`config.mk`:
```
export PLATFORM = sky130hd
export DESIGN_NAME = io_input_ctrl
export DESIGN_NICKNAME = d
export VERILOG_FILES = /design/src/rtl/io_pkg.sv /design/src/rtl/io_debounce.sv /design/src/rtl/io_input_ctrl.sv
export SDC_FILE = /design/constraint.sdc
export NUM_CORES = 1
export LEC_CHECK = 0
export ABC_AREA = 1
export CAP_MARGIN = 20
export CELL_PAD_IN_SITES_DETAIL_PLACEMENT = 0
export CELL_PAD_IN_SITES_GLOBAL_PLACEMENT = 1
export CORE_AREA = 2 2 118 120
export DETAILED_ROUTE_END_ITERATION = 12
export DIE_AREA = 0 0 120 122
export PLACE_DENSITY = 0.6
export SYNTH_ARGS = -nofsm -noshare
export SYNTH_HDL_FRONTEND = slang
export SYNTH_SLANG_ARGS = --single-unit
```
`constraint.sdc`:
```
create_clock -name CLK -period 1.86 [get_ports CLK]
set_clock_uncertainty 0.15 [all_clocks]
set_input_delay 0.372 -clock CLK [delete_from_list [all_inputs] [get_ports CLK]]
set_output_delay 0.372 -clock CLK [all_outputs]
set_load 0.005 [all_outputs]
```
`src/rtl/io_pkg.sv`:
```
// Shared types and defaults for the board-level input controller.
package io_pkg;

    typedef enum logic [1:0] {
        ARM     = 2'd0,
        HOLD    = 2'd1,
        RELEASE = 2'd2
    } io_state_e;

    localparam int unsigned IO_DEBOUNCE_DEFAULT = 500000;
    localparam int unsigned IO_SW_WIDTH_DEFAULT = 10;
    localparam int unsigned IO_DATA_WIDTH       = 32;

endpackage

```
`src/rtl/io_debounce.sv`:
```
// Two-flop synchronizer plus stability counter for one active-low key.
// key is the synchronized level (1 = pressed); key_db is the accepted level.
module io_debounce
    import io_pkg::*;
#(
    parameter int unsigned CYCLES = IO_DEBOUNCE_DEFAULT
) (
    input  logic clk,
    input  logic rst_n,
    input  logic raw_n,
    output logic key,
    output logic key_db
);

    localparam int unsigned CW = $clog2(CYCLES + 1);

    logic          sync1, sync2;
    logic [CW-1:0] cnt;

    assign key = ~sync2;

    // Synchronizer flops reset to the released (high) level of the raw key.
    always_ff @(posedge clk or negedge rst_n) begin
        if (!rst_n) begin
            sync1  <= 1'b1;
            sync2  <= 1'b1;
            cnt    <= '0;
            key_db <= 1'b0;
        end else begin
            // NOTE: non-blocking here so every flop samples pre-edge values.
            sync1 <= raw_n;
            sync2 <= sync1;
            if (key == key_db) begin
                cnt <= '0;
            end else if (cnt == CW'(CYCLES)) begin
                key_db <= key;
                cnt    <= '0;
            end else begin
                cnt <= cnt + 1'b1;
            end
        end
    end

endmodule

```
`src/rtl/io_input_ctrl.sv`:
```
// Switch/Enter front end: debounced press captures a switch snapshot for the CPU.
// Define IO_INPUT_SIGNED_EN to sign-extend in_data from the top switch bit.
module io_input_ctrl
    import io_pkg::*;
#(
    parameter int unsigned DEBOUNCE_CYCLES = IO_DEBOUNCE_DEFAULT,
    parameter int unsigned SW_WIDTH        = IO_SW_WIDTH_DEFAULT
) (
    input  logic                     CLK,
    input  logic                     reset,
    input  logic                     enter_n,
    input  logic [SW_WIDTH-1:0]      sw_raw,
    input  logic                     in_req,
    output logic                     in_valid,
    output logic [IO_DATA_WIDTH-1:0] in_data,
    output logic                     pending
);

    // Samples of released key needed before arming; the extra two cover the
    // synchronizer flops, which read "released" straight out of reset.
    localparam int unsigned REL_SAMPLES = DEBOUNCE_CYCLES + 2;
    localparam int unsigned RW          = $clog2(REL_SAMPLES + 1);

    logic                     key, key_db;
    logic [SW_WIDTH-1:0]      sw_s1, sw_s2, snapshot;
    logic [RW-1:0]            rel_cnt;
    logic [IO_DATA_WIDTH-1:0] snap_ext;
    io_state_e                state;

    io_debounce #(
        .CYCLES (DEBOUNCE_CYCLES)
    ) u_enter_db (
        .clk    (CLK),
        .rst_n  (reset),
        .raw_n  (enter_n),
        .key    (key),
        .key_db (key_db)
    );

    always_ff @(posedge CLK or negedge reset) begin
        if (!reset) begin
            sw_s1 <= '0;
            sw_s2 <= '0;
        end else begin
            sw_s1 <= sw_raw;
            sw_s2 <= sw_s1;
        end
    end

    always_comb begin
        // NOTE: default first so no bit of snap_ext is left unassigned (no latch).
        snap_ext = '0;
        for (int i = 0; i < int'(SW_WIDTH); i++) snap_ext[i] = snapshot[i];
`ifdef IO_INPUT_SIGNED_EN
        for (int i = int'(SW_WIDTH); i < int'(IO_DATA_WIDTH); i++) snap_ext[i] = snapshot[SW_WIDTH-1];
`endif
    end

    always_ff @(posedge CLK or negedge reset) begin
        if (!reset) begin
            state    <= RELEASE;
            rel_cnt  <= '0;
            // NOTE: the snapshot is a plain register, so it is reset like any other flop.
            snapshot <= '0;
            pending  <= 1'b0;
            in_valid <= 1'b0;
            in_data  <= '0;
        end else begin
            in_valid <= 1'b0;
            if (pending && in_req) begin
                in_valid <= 1'b1;
                in_data  <= snap_ext;
                pending  <= 1'b0;
            end

            // A press accepted on the consume edge re-sets pending below.
            case (state)
                RELEASE: begin
                    if (key_db || key) begin
                        rel_cnt <= '0;
                    end else if (rel_cnt == RW'(REL_SAMPLES - 1)) begin
                        rel_cnt <= '0;
                        state   <= ARM;
                    end else begin
                        rel_cnt <= rel_cnt + 1'b1;
                    end
                end
                ARM: begin
                    if (key_db) begin
                        snapshot <= sw_s2;
                        pending  <= 1'b1;
                        state    <= HOLD;
                    end
                end
                HOLD: begin
                    if (!key_db) state <= ARM;
                end
                default: state <= RELEASE;
            endcase
        end
    end

endmodule

```
==> results.txt <==
Leak pwr -> 2.15 nW
Compound-gate portion of the synthesized area -> 3.96%
Util after Layout -> 35.2%
Total Power -> 3.82 mW
Initial antenna violation count -> 0
DP Wirelength -> 5440 um
Core Footprint -> 13500 um^2
Gate Count Post-Synth -> 439
Die area -> 14600 um^2
Post-Synth XOR/XNOR Area -> 3.55%
I/O pin cnt -> 48
Initial Util -> 29.3%
Antenna Violating Nets Remaining -> 0
Worst skew pair latency -> 0.34 ns
Final Cell Area -> 4750 um^2
Largest family of logic cells by synthesized area -> simple AND/OR/NAND/NOR gates
RSZ-0062 raised after global routing -> false
Tmin final -> 1.73 ns
Vias per inst -> 4.18
Crit share post-route -> 93.0%
Crit. End Element -> register
Placed cell areas -> 4400 um^2
Synth Area per Inst -> 9.00 um^2
WL per Instance -> 11.4 um
Adder-cell share of the synthesized area -> 1.58%
Die Ht -> 122 um
Required @ worst endpoint -> 1.93 ns
Setup CP Type -> register to register
Largest fanout on the critical path -> 3
Worst vdd ir -> 379 uV
Bufs on Longest Clock Path -> 2
Final worst slack -> 0.131 ns
Fraction of layout cells with a size suffix above 1 -> 11.7%
Clock tree root driver cell -> clkbuf_16
Clk pin slew, worst setup/hold paths -> 0.06 ns
DRT Pass-1 Iters -> 4
Non-Filler Instances -> 666
Post-synth top area share -> 51.9%
Post-synth top area cell -> dfrtp_1
TritonCTS clock tree -> built
Synth Area in Simple Gates -> 24.9%
Register area share after synthesis -> 53.9%
PwrDens -> 804 nW/um^2
Commonest register cell after synthesis -> dfrtp_1
Nets -> 500
Die width -> 120 um
Gr usage total -> 11.6%
Top post-synthesis cells by area -> dfrtp_1 52%, nand2_1 10%, nor2_1 5.1%
Number of max-cap violations -> 0
Crit path DAT -> 1.80 ns
Num CTS Buffers -> 9
Placed insts -> 647
First-pass GRT wire length -> 13300 um
Place WS -> 0.0870 ns
Mux contribution to synthesized area -> 2.56%
Routability cong. -> 0.801
CTS sink count -> 85
Final setup vio count -> 0
DRC -> 0
Initial DRC count -> 71
Row count -> 43
Final hold vios -> 0
H-tree level count -> 3
Sum Neg Setup Slack -> 0 ns
Ys Warns -> 0
Post-synthesis cell type count -> 33
Port buffer count -> 25
Worst hold path class -> register to register
Gr ovfl total -> 0
Synth-to-layout area growth -> 20.2%
Vias in the first global route -> 2816
Final Max Tran Viols -> 0
Vias -> 2783
Final hold slack -> 0.198 ns
Final wirelength -> 7590 um
Fmax -> 0.578 GHz
Mapped Area -> 3950 um^2
Async S/R FF share, synth -> 100%
CP Launch Type -> register
Outcome -> finished, final reports clean
Largest net degree at the start of global routing -> 30
Post-synth EDFFs -> 0
Diodes inserted -> 0
Synthesis-stage register bit count -> 85
-- worst max-delay path, stage by stage (launching register included) --
cell,delay (ns)
dfrtp_1,0.40
inv_1,0.12
ha_1,0.17
nor3b_1,0.30
nand4_1,0.22
o21ai_0,0.19
nand2_1,0.06
-- synthesized netlist by cell type (3+ instances only) --
library cell / instances
a21oi_1: 6
buf_4: 22
clkbuf_1: 3
dfrtp_1: 82
dfstp_2: 3
ha_1: 5
inv_1: 45
mux2_2: 9
nand2_1: 106
nand2_2: 3
nand3_1: 24
nand4_1: 8
nor2_1: 54
nor2_4: 4
nor3_1: 7
nor3b_1: 4
o21ai_0: 17
xor2_1: 15
-- metal layers --
layer	global-route usage, %	share of wire (%)	wire [um]	up-vias
met3	3.09	2.3	172	8
met2	19.9	50	3780	26
met4	5.07	1.6	124	0
met1	13.8	46	3520	1319
met5	0	0	0	-
li1	-	-	-	1430
-- final timing paths --
| kind | end | from | slack (ns) | cells after the start |
|---|---|---|---|---|
| worst max-delay path | u_enter_db.key_db | u_enter_db.cnt[0] | 0.13 | 6 |
| worst min-delay path | sw_s2[0] | sw_s1[0] | 0.20 | 0 |
| worst max register to register | u_enter_db.key_db | u_enter_db.cnt[0] | 0.13 | 6 |
| worst min register to register | sw_s2[0] | sw_s1[0] | 0.20 | 0 |
| max in group asynchronous | state[1] | reset | 0.63 | 3 |
| min in group asynchronous | u_enter_db.cnt[0] | reset | 0.36 | 2 |
-- where the power goes --
group | leakage (nW) | switching [mW] | internal, mW
sequential | 1.13 | 0.0101 | 1.88
clock | 0.145 | 0.750 | 1.05
combinational | 0.877 | 0.0755 | 0.0480
-- logic make-up (layout without fill, tap and decap cells) --
family / count (synthesis) / after routing
and+or+nand+nor: 219 / 219
AOI/OAI and AO/OA: 29 / 29
buffers and inverters: 75 / 101
muxes: 9 / 9
other: 1 / 22
xor gates and xnor gates: 16 / 16
DFF: 85 / 85
adders and majority gates: 5 / 5
-- cell type report --
type                    count  area (um^2)
well taps                 180          225
clock buffers              10          229
flip-flops and latches     85         2130
clock inverters             6         71.3
repair buffers             37          378
multi-input cells         300         1530
inverters                  48          180
fillers                  1387         8750
-- placed cells by master (no fill, tap or decap), types with 2 or more instances in the layout --
cell type,count
inv_1,45
nor3_1,7
o21ai_1,2
nand2_1,106
conb_1,22
o21ai_0,16
mux2_2,9
clkdlybuf4s50_1,24
nand3_2,3
dfrtp_1,81
xor2_1,15
nor2_4,4
buf_12,3
o31ai_1,2
nor3b_1,4
nor2_1,54
nand3_1,23
clkbuf_16,9
a21oi_1,6
nor2_2,2
nor3_2,2
dfstp_2,3
clkinv_1,2
nand2_2,3
nand4_1,8
ha_1,4
o21bai_1,2
buf_4,9
nand3b_1,2
-- repair_timing --
action                                 4_1_cts  5_1_grt
setup buffers                                0        2
setup endpoints to repair                    0       11
hold buffers                                 1        0
endpoints found under the hold margin       25        0
gates resized for setup                      0        4
-- state kept, by name, indices dropped and copies added (netlist names), 2 cells and up --
signal          cells
rel_cnt            19
u_enter_db.cnt     19
state               2
sw_s2              10
sw_s1              10
snapshot           10
in_data            10
(Power assumes the default switching activity.)
